**config.mk**
```make
export PLATFORM = sky130hd
export DESIGN_NAME = multi_edge_capture_flat
export DESIGN_NICKNAME = d
export VERILOG_FILES = /design/src/rtl/storage_pkg.sv /design/src/rtl/multi_edge_capture_if.sv /design/src/rtl/edge_shift_chain.sv /design/src/rtl/multi_edge_capture.sv /design/src/flat_wrapper.sv
export SDC_FILE = /design/constraint.sdc
export NUM_CORES = 1
export LEC_CHECK = 0
export CORE_ASPECT_RATIO = 0.8
export CORE_MARGIN = 8
export CORE_UTILIZATION = 30
export DETAILED_ROUTE_END_ITERATION = 10
export DONT_BUFFER_PORTS = 1
export GPL_ROUTABILITY_DRIVEN = 0
export GPL_TIMING_DRIVEN = 0
export SLEW_MARGIN = 20
export SYNTH_ARGS = -nofsm -noshare
export SYNTH_HDL_FRONTEND = slang
export SYNTH_SLANG_ARGS = --single-unit
```
**constraint.sdc**
```tcl
create_clock -name Clk -period 4.9 [get_ports Clk]
set_input_delay 0.735 -clock Clk [delete_from_list [all_inputs] [get_ports Clk]]
set_output_delay 0.735 -clock Clk [all_outputs]
set_load 0.01 [all_outputs]
```
**src/rtl/storage_pkg.sv**
```systemverilog
// Shared constants, edge selection type and count helpers for the multi-edge
// storage capture block and its shift chains.
package storage_pkg;

  localparam int DEF_WIDTH = 4;
  localparam int DEF_DEPTH = 2;
  localparam int DEF_CNT_W = 8;

  typedef enum logic {
    EDGE_RISE = 1'b0,
    EDGE_FALL = 1'b1
  } edge_sel_e;

  function automatic int unsigned max_count(input int unsigned w);
    return (32'd1 << w) - 32'd1;
  endfunction

  localparam int unsigned DEF_CNT_MAX = max_count(DEF_CNT_W);

endpackage

```
**src/rtl/multi_edge_capture_if.sv**
```systemverilog
// Data/enable/clear inputs and the three capture outputs plus mismatch status
// of the multi-edge capture block.
interface multi_edge_capture_if #(
  parameter int WIDTH = 4,
  parameter int CNT_W = 8
);
  logic [WIDTH-1:0] D;
  logic             En;
  logic             Clr;
  logic [WIDTH-1:0] Qa;
  logic [WIDTH-1:0] Qb;
  logic [WIDTH-1:0] Qc;
  logic             Diff;
  logic [CNT_W-1:0] Diff_cnt;

  modport master (
    output D, En, Clr,
    input  Qa, Qb, Qc, Diff, Diff_cnt
  );

  modport slave (
    input  D, En, Clr,
    output Qa, Qb, Qc, Diff, Diff_cnt
  );
endinterface

```
**src/rtl/edge_shift_chain.sv**
```systemverilog
// DEPTH-stage enabled shift register clocked on the rising or falling edge of
// clk, selected by the EDGE parameter; q is the last stage.
module edge_shift_chain
  import storage_pkg::*;
#(
  parameter int        WIDTH = DEF_WIDTH,
  parameter int        DEPTH = DEF_DEPTH,
  parameter edge_sel_e EDGE  = EDGE_RISE
) (
  input  logic             clk,
  input  logic             rst_n,
  input  logic             en,
  input  logic [WIDTH-1:0] d,
  output logic [WIDTH-1:0] q
);

  logic [WIDTH-1:0] stage_p [DEPTH];

  generate
    if (EDGE == EDGE_RISE) begin : g_rise
      always_ff @(posedge clk or negedge rst_n) begin
        if (!rst_n) begin
          for (int i = 0; i < DEPTH; i++) stage_p[i] <= '0;
        end else if (en) begin
          stage_p[0] <= d;
          for (int i = 1; i < DEPTH; i++) stage_p[i] <= stage_p[i-1];
        end
      end
    end else begin : g_fall
      always_ff @(negedge clk or negedge rst_n) begin
        if (!rst_n) begin
          for (int i = 0; i < DEPTH; i++) stage_p[i] <= '0;
        end else if (en) begin
          stage_p[0] <= d;
          for (int i = 1; i < DEPTH; i++) stage_p[i] <= stage_p[i-1];
        end
      end
    end
  endgenerate

  assign q = stage_p[DEPTH-1];

endmodule

```
**src/rtl/multi_edge_capture.sv**
```systemverilog
// Captures D through a gated latch, a rising-edge chain and a falling-edge
// chain, and counts (saturating) rising edges where the two chains disagree.
module multi_edge_capture
  import storage_pkg::*;
#(
  parameter int WIDTH = DEF_WIDTH,
  parameter int DEPTH = DEF_DEPTH,
  parameter int CNT_W = DEF_CNT_W
) (
  input  logic                 Clk,
  input  logic                 Resetn,
  multi_edge_capture_if.slave  bus
);

  localparam logic [CNT_W-1:0] CNT_MAX = CNT_W'(max_count(CNT_W));

  logic [WIDTH-1:0] qa;
  logic [WIDTH-1:0] qb;
  logic [WIDTH-1:0] qc;
  logic             diff_p1;
  logic [CNT_W-1:0] cnt_p1;
  logic             mismatch;

  function automatic logic [CNT_W-1:0] sat_inc(input logic [CNT_W-1:0] c);
    return (c == CNT_MAX) ? c : c + 1'b1;
  endfunction

  // Gated latch: transparent while Clk and En are both high, cleared by reset
  always_latch begin
    if (!Resetn) begin
      qa = '0;
    end else if (Clk && bus.En) begin
      qa = bus.D;
    end
  end

  edge_shift_chain #(.WIDTH(WIDTH), .DEPTH(DEPTH), .EDGE(EDGE_RISE)) u_rise (
    .clk   (Clk),
    .rst_n (Resetn),
    .en    (bus.En),
    .d     (bus.D),
    .q     (qb)
  );

  edge_shift_chain #(.WIDTH(WIDTH), .DEPTH(DEPTH), .EDGE(EDGE_FALL)) u_fall (
    .clk   (Clk),
    .rst_n (Resetn),
    .en    (bus.En),
    .d     (bus.D),
    .q     (qc)
  );

  assign mismatch = (qb != qc);

  // Mismatch stage: not gated by En; Clr wins over a simultaneous mismatch
  always_ff @(posedge Clk or negedge Resetn) begin
    if (!Resetn) begin
      diff_p1 <= 1'b0;
      cnt_p1  <= '0;
    end else if (bus.Clr) begin
      diff_p1 <= 1'b0;
      cnt_p1  <= '0;
    end else begin
      diff_p1 <= mismatch;
      if (mismatch) cnt_p1 <= sat_inc(cnt_p1);
    end
  end

  assign bus.Qa       = qa;
  assign bus.Qb       = qb;
  assign bus.Qc       = qc;
  assign bus.Diff     = diff_p1;
  assign bus.Diff_cnt = cnt_p1;

endmodule
```
**src/flat_wrapper.sv**
```systemverilog
// flat-port wrapper written by rule: the top's interface ports become plain ports
module multi_edge_capture_flat import storage_pkg::*;
#(
  parameter int WIDTH = DEF_WIDTH,
  parameter int DEPTH = DEF_DEPTH,
  parameter int CNT_W = DEF_CNT_W
)
  (Clk, Resetn, bus_D, bus_En, bus_Clr, bus_Qa, bus_Qb, bus_Qc, bus_Diff, bus_Diff_cnt);
  multi_edge_capture_if #(.WIDTH(WIDTH), .CNT_W(CNT_W)) bus_i ();
  input  logic Clk;
  input  logic Resetn;
  input wire logic [$bits(bus_i.D)-1:0] bus_D;
  input wire logic [$bits(bus_i.En)-1:0] bus_En;
  input wire logic [$bits(bus_i.Clr)-1:0] bus_Clr;
  output wire logic [$bits(bus_i.Qa)-1:0] bus_Qa;
  output wire logic [$bits(bus_i.Qb)-1:0] bus_Qb;
  output wire logic [$bits(bus_i.Qc)-1:0] bus_Qc;
  output wire logic [$bits(bus_i.Diff)-1:0] bus_Diff;
  output wire logic [$bits(bus_i.Diff_cnt)-1:0] bus_Diff_cnt;
  assign bus_i.D = bus_D;
  assign bus_i.En = bus_En;
  assign bus_i.Clr = bus_Clr;
  assign bus_Qa = bus_i.Qa;
  assign bus_Qb = bus_i.Qb;
  assign bus_Qc = bus_i.Qc;
  assign bus_Diff = bus_i.Diff;
  assign bus_Diff_cnt = bus_i.Diff_cnt;
  multi_edge_capture #(.WIDTH(WIDTH), .DEPTH(DEPTH), .CNT_W(CNT_W)) u_core (.Clk(Clk), .Resetn(Resetn), .bus(bus_i));
endmodule
```
Word level (Yosys, flattened, before mapping)
Cells that the tools add are included.
{"block": "totals", "reg_bits": 25, "latch_bits": 4, "word_cells": 25}
{"block": "classes", "n_addsub": 1, "n_eq_ne": 3, "muxes": 8, "reduce_logical": 3}
{"operator": "2-to-1 mux 8 bit", "count": 3}
{"operator": "2-to-1 mux 4 bit", "count": 4}
{"operator": "adder 8 x 1 -> 8 bit, second input constant", "count": 1}
{"operator": "equality test 8 bit, second input constant", "count": 1}
{"operator": "!= test 4 bit", "count": 1}
{"operator": "!= test 2 bit, second input constant", "count": 1}
{"operator": "AND reduction 2 bit", "count": 1}
{"operator": "nonzero test 2 bit", "count": 1}
{"operator": "logical AND 1 bit", "count": 1}
{"operator": "2-to-1 mux 1 bit", "count": 1}

Logic depth before layout (Yosys ltp)
Gate-level depths: netlist of run 1.
{"block": "logic_depth", "word_depth": 4, "ltp_mapped": 5, "ltp_nobuf": 4}

Modules after synthesis
Synthesis of run 1 repeated with hierarchy kept, for this count alone.
{"block": "unflattened", "cells_unflattened": 108, "hier_area_um2": 1353.8}
{"mod": "edge_shift_chain", "n_inst": 2, "cells_each": 21, "area_each_um2": 361.6, "seq_area_each_um2": 200.2}
{"mod": "multi_edge_capture", "n_inst": 1, "cells_each": 66, "area_each_um2": 630.6, "seq_area_each_um2": 225.2}

==> flow_metrics.py, run 1 <==
metrics = {
    "worst_setup_path": {
        "cp_cell_sequence": "and2_1",
        "r2r_start": "u_core.u_fall.q[1]",
        "crit_start": "Resetn",
        "critPathRequiredTime_ps": 870,
        "end_kind": "latch",
        "cp-start-kind": "input port",
        "crit_fanout": 14,
        "crit_buf_inv": 0,
        "cp_top_family": "simple AND/OR/NAND/NOR gates",
        "cp.arrival_ps": 870,
        "max_stage_delay_ps": 140,
        "critPathSlowestCell": "and2_1",
        "worstSetupPathType": "in2latch",
    },
    "final_layout": {
        "layout-drive-gt1-share_pct": 26.7,
        "layout.nets": 145,
        "num_antenna_cells": 0,
        "synthToLayoutAreaGrowth_pct": 20.6,
        "nFillCells": 445,
    },
    "route": {
        "via_count": 893,
        "wl_per_cell_um": 15.0,
        "viasPerCell": 4.65,
        "postRouteAntennaNets": 0,
        "wl_um": 2880,
        "drtIter0Drc": 34,
        "drc": 0,
        "dr.pass1.iters": 4,
    },
    "logic_synthesis": {
        "yosysMostFrequentCell": "dfrtp_1",
        "synthesis.nets": 128,
        "synth.distinct_cells": 29,
        "yosys.area_share.simple_pct": 16.0,
        "synth_area_um2": 1280,
        "synth_warnings": 0,
        "synth-xor-area-share_pct": 2.73,
        "syn_area_per_cell_um2": 10.8,
        "synth-compound-area-share_pct": 6.62,
        "synth_common_cells": "17 x dfrtp_1, 11 x mux2_2, 10 x inv_1",
        "synth_fa_ha_area_share_pct": 0.974,
        "synth_edf_count": 0,
        "synth_top_flop_cell": "dfrtp_1",
        "synth_top_area_cell": "dfrtp_1",
        "synthMuxAreaShare_pct": 10.4,
        "synthTopCellsByArea": "dfrtp_1 33%, dfrtn_1 16%, mux2_2 9.6%, buf_4 5.3%, dlxtp_1 4.7%",
        "ys_ff_latch": 29,
        "synth_top_family_by_area": "simple AND/OR/NAND/NOR gates",
        "syn_inst": 119,
        "async_flop_share_pct": 86.2,
        "yosysTopAreaCellShare_pct": 33.1,
    },
    "floorplanning": {
        "core_um2": 4150,
        "initial_core_util_pct": 31.0,
        "die_x_um": 89.2,
        "rows": 21,
        "die_h_um": 74.5,
        "die_area_um2": 6650,
        "io_pins": 29,
    },
    "placement": {
        "dpl.hpwl_um": 2020,
        "io_buffers": 0,
    },
    "timing": {
        "fin_setup_tns_ps": 0,
        "rsz0062_at_grt": "false",
        "slew_headroom_pct": 44.6,
        "finalSetupViolCount": 0,
        "tightestPinTransition_ps": 828,
        "finalHoldViolCount": 0,
        "final_max_slew_viol_count": 0,
        "fin_skew_ps": 38.9,
    },
    "power": {
        "p_leak_nw": 0.700,
        "ir_drop_v": 0.000165,
        "total_power_w": 0.000572,
        "power_density_nw_per_um2": 369,
    },
    "grt": {
        "grt_max_degree": 18,
        "grt_usage_pct": 9.99,
        "grt-ovfl-total": 0,
        "grt_pass1_vias": 1054,
        "grt_first_pass_wirelength_um": 4860,
        "antenna_found_initial": 0,
    },
    "hold_path": {
        "hold_path_class": "in2reg",
        "hold_start": "bus_D[2]",
    },
    "clocking": {
        "tritoncts": "built",
        "clkTransAtPathRegs_ps": 90,
        "postCtsHoldBufs": 5,
        "cts_resized": 0,
        "clk_latency_ps": 520,
        "cts_setup_buffers": 0,
    },
    "flow_run": {
        "cap_violations": 0,
    },
    "run_status": {
        "outcome": "finished, final reports clean",
    },
}
[final cells by class]
class | count | area (um2) | share of cell area (%)
clock buffer | 10 | 138 | 8.88
timing repair buffer | 5 | 50.0 | 3.23
clock inverter | 1 | 6.26 | 0.404
multi-input combinational | 67 | 472 | 30.4
sequential | 29 | 686 | 44.2
buffer | 13 | 90.1 | 5.81
inverter | 10 | 37.5 | 2.42
tap | 57 | 71.3 | 4.60
[sequential cells by signal, summed over array words and instances, names as in the netlist]
signal	cells
u_core.bus.Diff	1
u_core.bus.Qa	4
u_core.u_rise.stage_p	4
u_core.u_fall.stage_p	4
u_core.bus.Diff_cnt	8
u_core.u_fall.q	4
u_core.u_rise.q	4
[power by group]
part	switching, W	internal (W)
Combinational	0.0000376	0.0000393
Clock	0.0000883	0.000144
Sequential	0.0000257	0.000237
Total	0.000152	0.000420
[through the flow]
stage / cells / util (%) / setup slack [ps] / area (um2) / hold WS (ps)
2_1_floorplan: 119 / - / 0 / 1280 / -1580
3_3_place_gp: 176 / 32.7 / 0 / 1360 / -1520
3_5_place_dp: 176 / 32.7 / 0 / 1360 / -1530
4_1_cts: 192 / 37.3 / 0 / 1550 / 383
5_1_grt: 192 / 37.3 / 0 / 1550 / 375
6_report: 192 / 37.3 / 0 / 1550 / 396
[routing by layer]
metal / GRT usage [%] / part of all wire [%] / vias to the layer above
met4: 6.07 / 0.90 / 0
li1: - / - / 420
met3: 6.51 / 12 / 3
met5: 0 / 0 / -
met2: 15.3 / 46 / 31
met1: 9.97 / 42 / 439
[path summary, 6_finish.rpt]
| kind | to | slack (ps) | cells after the start |
|---|---|---|---|
| min in group asynchronous | u_core.u_rise.stage_p[5] | 790 | 1 |
| worst min register to register | u_core.u_fall.q[0] | 460 | 1 |
| worst min-delay path | u_core.u_rise.stage_p[6] | 400 | 2 |
| worst max register to register | u_core.bus.Diff_cnt[3] | 610 | 5 |
| max in group asynchronous | u_core.u_fall.q[3] | 2560 | 0 |
| worst max-delay path | u_core.bus.Qa[3] | 0 | 1 |
| min in group gated | clock gate | 510 | 5 |
| max in group gated | clock gate | 1860 | 5 |
[logic make-up after synthesis]
family	count (synthesis)
buffers and inverters	23
XOR/XNOR	4
multiplexers	12
flip-flops	25
AND/OR/NAND/NOR	35
latches	4
adder cells (fa/ha/maj)	1
AO/OA/AOI/OAI	15
[layout by cell type, fill, tap and decap left out]
cell type,n
inv_4,1
mux2_2,11
a211oi_1,1
a21oi_1,3
clkbuf_1,3
dlxtp_1,4
o21ai_0,8
or4_1,2
or2_2,1
nor2_1,5
ha_1,1
xor2_1,4
nand3_1,2
dfrtn_1,8
nor2b_1,3
nand2b_1,2
nor4_2,1
nor4_1,2
inv_1,10
o31ai_1,3
and2_1,4
buf_4,9
clkbuf_8,10
dfrtp_1,17
and4_4,2
nand2_1,8
or3_1,1
dlygate4sd3_1,5
buf_6,1
mux2i_1,1
nor4b_1,1
nand4_1,1
Power figures use the tool's default switching activity.
==> inputs of run 2 (changes only) <==
Settings changed: CORE_ASPECT_RATIO 0.8 to unset, GPL_ROUTABILITY_DRIVEN 0 to 1.
==> run 2 against run 1 <==
Against the previous run:
- cell count fell by 2.1%
- combinational power rose by 2%
- die area fell by 0.20%
- non-clock buffer count did not move
- clock power rose by 12%
- sequential share of layout area fell by 0.28 points
- critical path type unchanged
==> flow_metrics.py, run 2 (same netlist as run 1, synthesis figures left out) <==
metrics = {
    "run_status": {
        "outcome": "finished, final reports clean",
    },
    "worst_setup_path": {
        "r2r_cells": 5,
        "cp_cell_sequence": "and2_1",
        "crit_start": "bus_D[1]",
        "end_kind": "latch",
        "endpoint": "u_core.bus.Qa[1]",
        "cp.arrival_ps": 880,
        "max_stage_delay_ps": 140,
        "worstSetupPathType": "in2latch",
        "crit_fanout": 2,
        "reg2reg_slack_ps": 620,
        "worstReg2RegEnd": "u_core.bus.Diff_cnt[5]",
        "critPathRequiredTime_ps": 880,
        "crit_buf_inv": 0,
        "cp_num_cells": 1,
        "cp_top_family": "simple AND/OR/NAND/NOR gates",
        "critPathSlowestCell": "and2_1",
        "cp-start-kind": "input port",
        "r2r_start": "u_core.u_fall.q[2]",
    },
    "route": {
        "wl_um": 2950,
        "drc": 0,
        "viasPerCell": 4.85,
        "postRouteAntennaNets": 0,
        "drtIter0Drc": 19,
        "via_count": 911,
        "wl_per_cell_um": 15.7,
        "dr.pass1.iters": 3,
    },
    "placement": {
        "io_buffers": 0,
        "dp_slack_ps": 0,
        "gp_congestion": 0.750,
        "dpl.hpwl_um": 1970,
    },
    "floorplanning": {
        "die_area_um2": 6630,
        "io_pins": 29,
        "core_um2": 4230,
        "rows": 24,
        "die_h_um": 81.4,
        "die_x_um": 81.4,
        "initial_core_util_pct": 30.3,
    },
    "timing": {
        "finalHoldViolCount": 0,
        "final_max_slew_viol_count": 0,
        "fin_skew_ps": 53.7,
        "rsz0062_at_grt": "false",
        "finalSetupViolCount": 0,
        "finalWorstSetupSlack_ps": 0,
        "slew_headroom_pct": 43.5,
        "fin_setup_tns_ps": 0,
        "tightestPinTransition_ps": 845,
    },
    "final_layout": {
        "final_common_cell": "dfrtp_1",
        "synthToLayoutAreaGrowth_pct": 21.4,
        "largest_reg_flops": 8,
        "layout-drive-gt1-share_pct": 27.2,
        "nFillCells": 421,
        "num_antenna_cells": 0,
        "final_cell_mix": "17 x dfrtp_1, 11 x mux2_2, 11 x clkbuf_8",
        "layout.nets": 146,
    },
    "power": {
        "p_leak_nw": 0.707,
        "power_frac_seq_pct": 43.6,
        "clockPowerShare_pct": 43.4,
        "p_sw_share_pct": 26.9,
        "power_density_nw_per_um2": 385,
        "pwr-share-comb_pct": 13.0,
        "internal_power_w": 0.000439,
        "ir_drop_v": 0.000281,
        "p_switching_w": 0.000162,
    },
    "hold_path": {
        "hold_path_class": "in2reg",
        "hold_start": "bus_D[3]",
    },
    "grt": {
        "grt_usage_pct": 10.1,
        "antenna_found_initial": 0,
        "grt_pass1_vias": 1051,
        "grt_max_degree": 18,
        "grt_first_pass_wirelength_um": 4840,
        "grt-ovfl-total": 0,
    },
    "clocking": {
        "clk_latency_ps": 640,
        "cts_setup_buffers": 0,
        "tritoncts": "built",
        "clkTransAtPathRegs_ps": 90,
    },
    "flow_run": {
        "cap_violations": 0,
    },
}
==> run 2: timing repair <==
action,in CTS,in global routing
hold buffers,5,0
endpoints found under the hold margin,18,0
resized for setup,0,0
==> run 2: worst register-to-register path, cell delays in order, from the launching register on <==
cell,delay [ps]
dfrtn_1,450
xor2_1,240
nor4_2,80
buf_4,180
nor4_1,350
mux2_2,370
==> run 2: power groups by stage <==
stage               Sequential, W    Clock, W  Combinational, W
global route             0.000266    0.000284         0.0000877
global placement         0.000264  0.00000393         0.0000703
finish                   0.000262    0.000261         0.0000783
floorplan                0.000259  0.00000393         0.0000614
detailed placement       0.000267  0.00000393         0.0000740
CTS                      0.000263    0.000272         0.0000803
==> run 2: through the flow <==
stage | instance area [um2] | std cells | total power [W] | util [%] | hold WS, ps
CTS | 1560 | 188 | 0.000615 | 36.8 | 264
finish | 1560 | 188 | 0.000601 | 36.8 | 280
detailed placement | 1350 | 171 | 0.000345 | 31.9 | -1530
floorplan | 1280 | 119 | 0.000325 | - | -1580
global route | 1560 | 188 | 0.000638 | 36.8 | 277
global placement | 1350 | 171 | 0.000339 | 31.9 | -1540
==> run 2: layer usage <==
| layer | GRT usage (%) | vias up | routed length [um] |
|---|---|---|---|
| met5 | 0 | - | 0 |
| met4 | 8.04 | 0 | 61 |
| met3 | 5.91 | 6 | 318 |
| met2 | 15.2 | 34 | 1360 |
| met1 | 10.1 | 446 | 1220 |
| li1 | - | 425 | - |
==> run 2: cell type report <==
cell class	count	area (um2)	area share, %
clock inverter	1	8.76	0.561
sequential	29	686	43.9
buffer	13	90.1	5.77
inverter	10	37.5	2.41
multi-input combinational	67	472	30.2
timing repair buffer	5	50.0	3.21
clock buffer	11	151	9.70
tap	52	65.1	4.17
==> run 2: how the worst min path moves through the flow <==
stage / endpoint / slack (ps) / cells after the start
3_5_place_dp: clock gate / -1530 / 1
3_3_place_gp: clock gate / -1540 / 1
2_1_floorplan: clock gate / -1580 / 1
5_1_grt: u_core.u_rise.q[2] / 280 / 1
6_report: u_core.u_rise.stage_p[7] / 280 / 2
4_1_cts: u_core.u_rise.stage_p[7] / 260 / 2
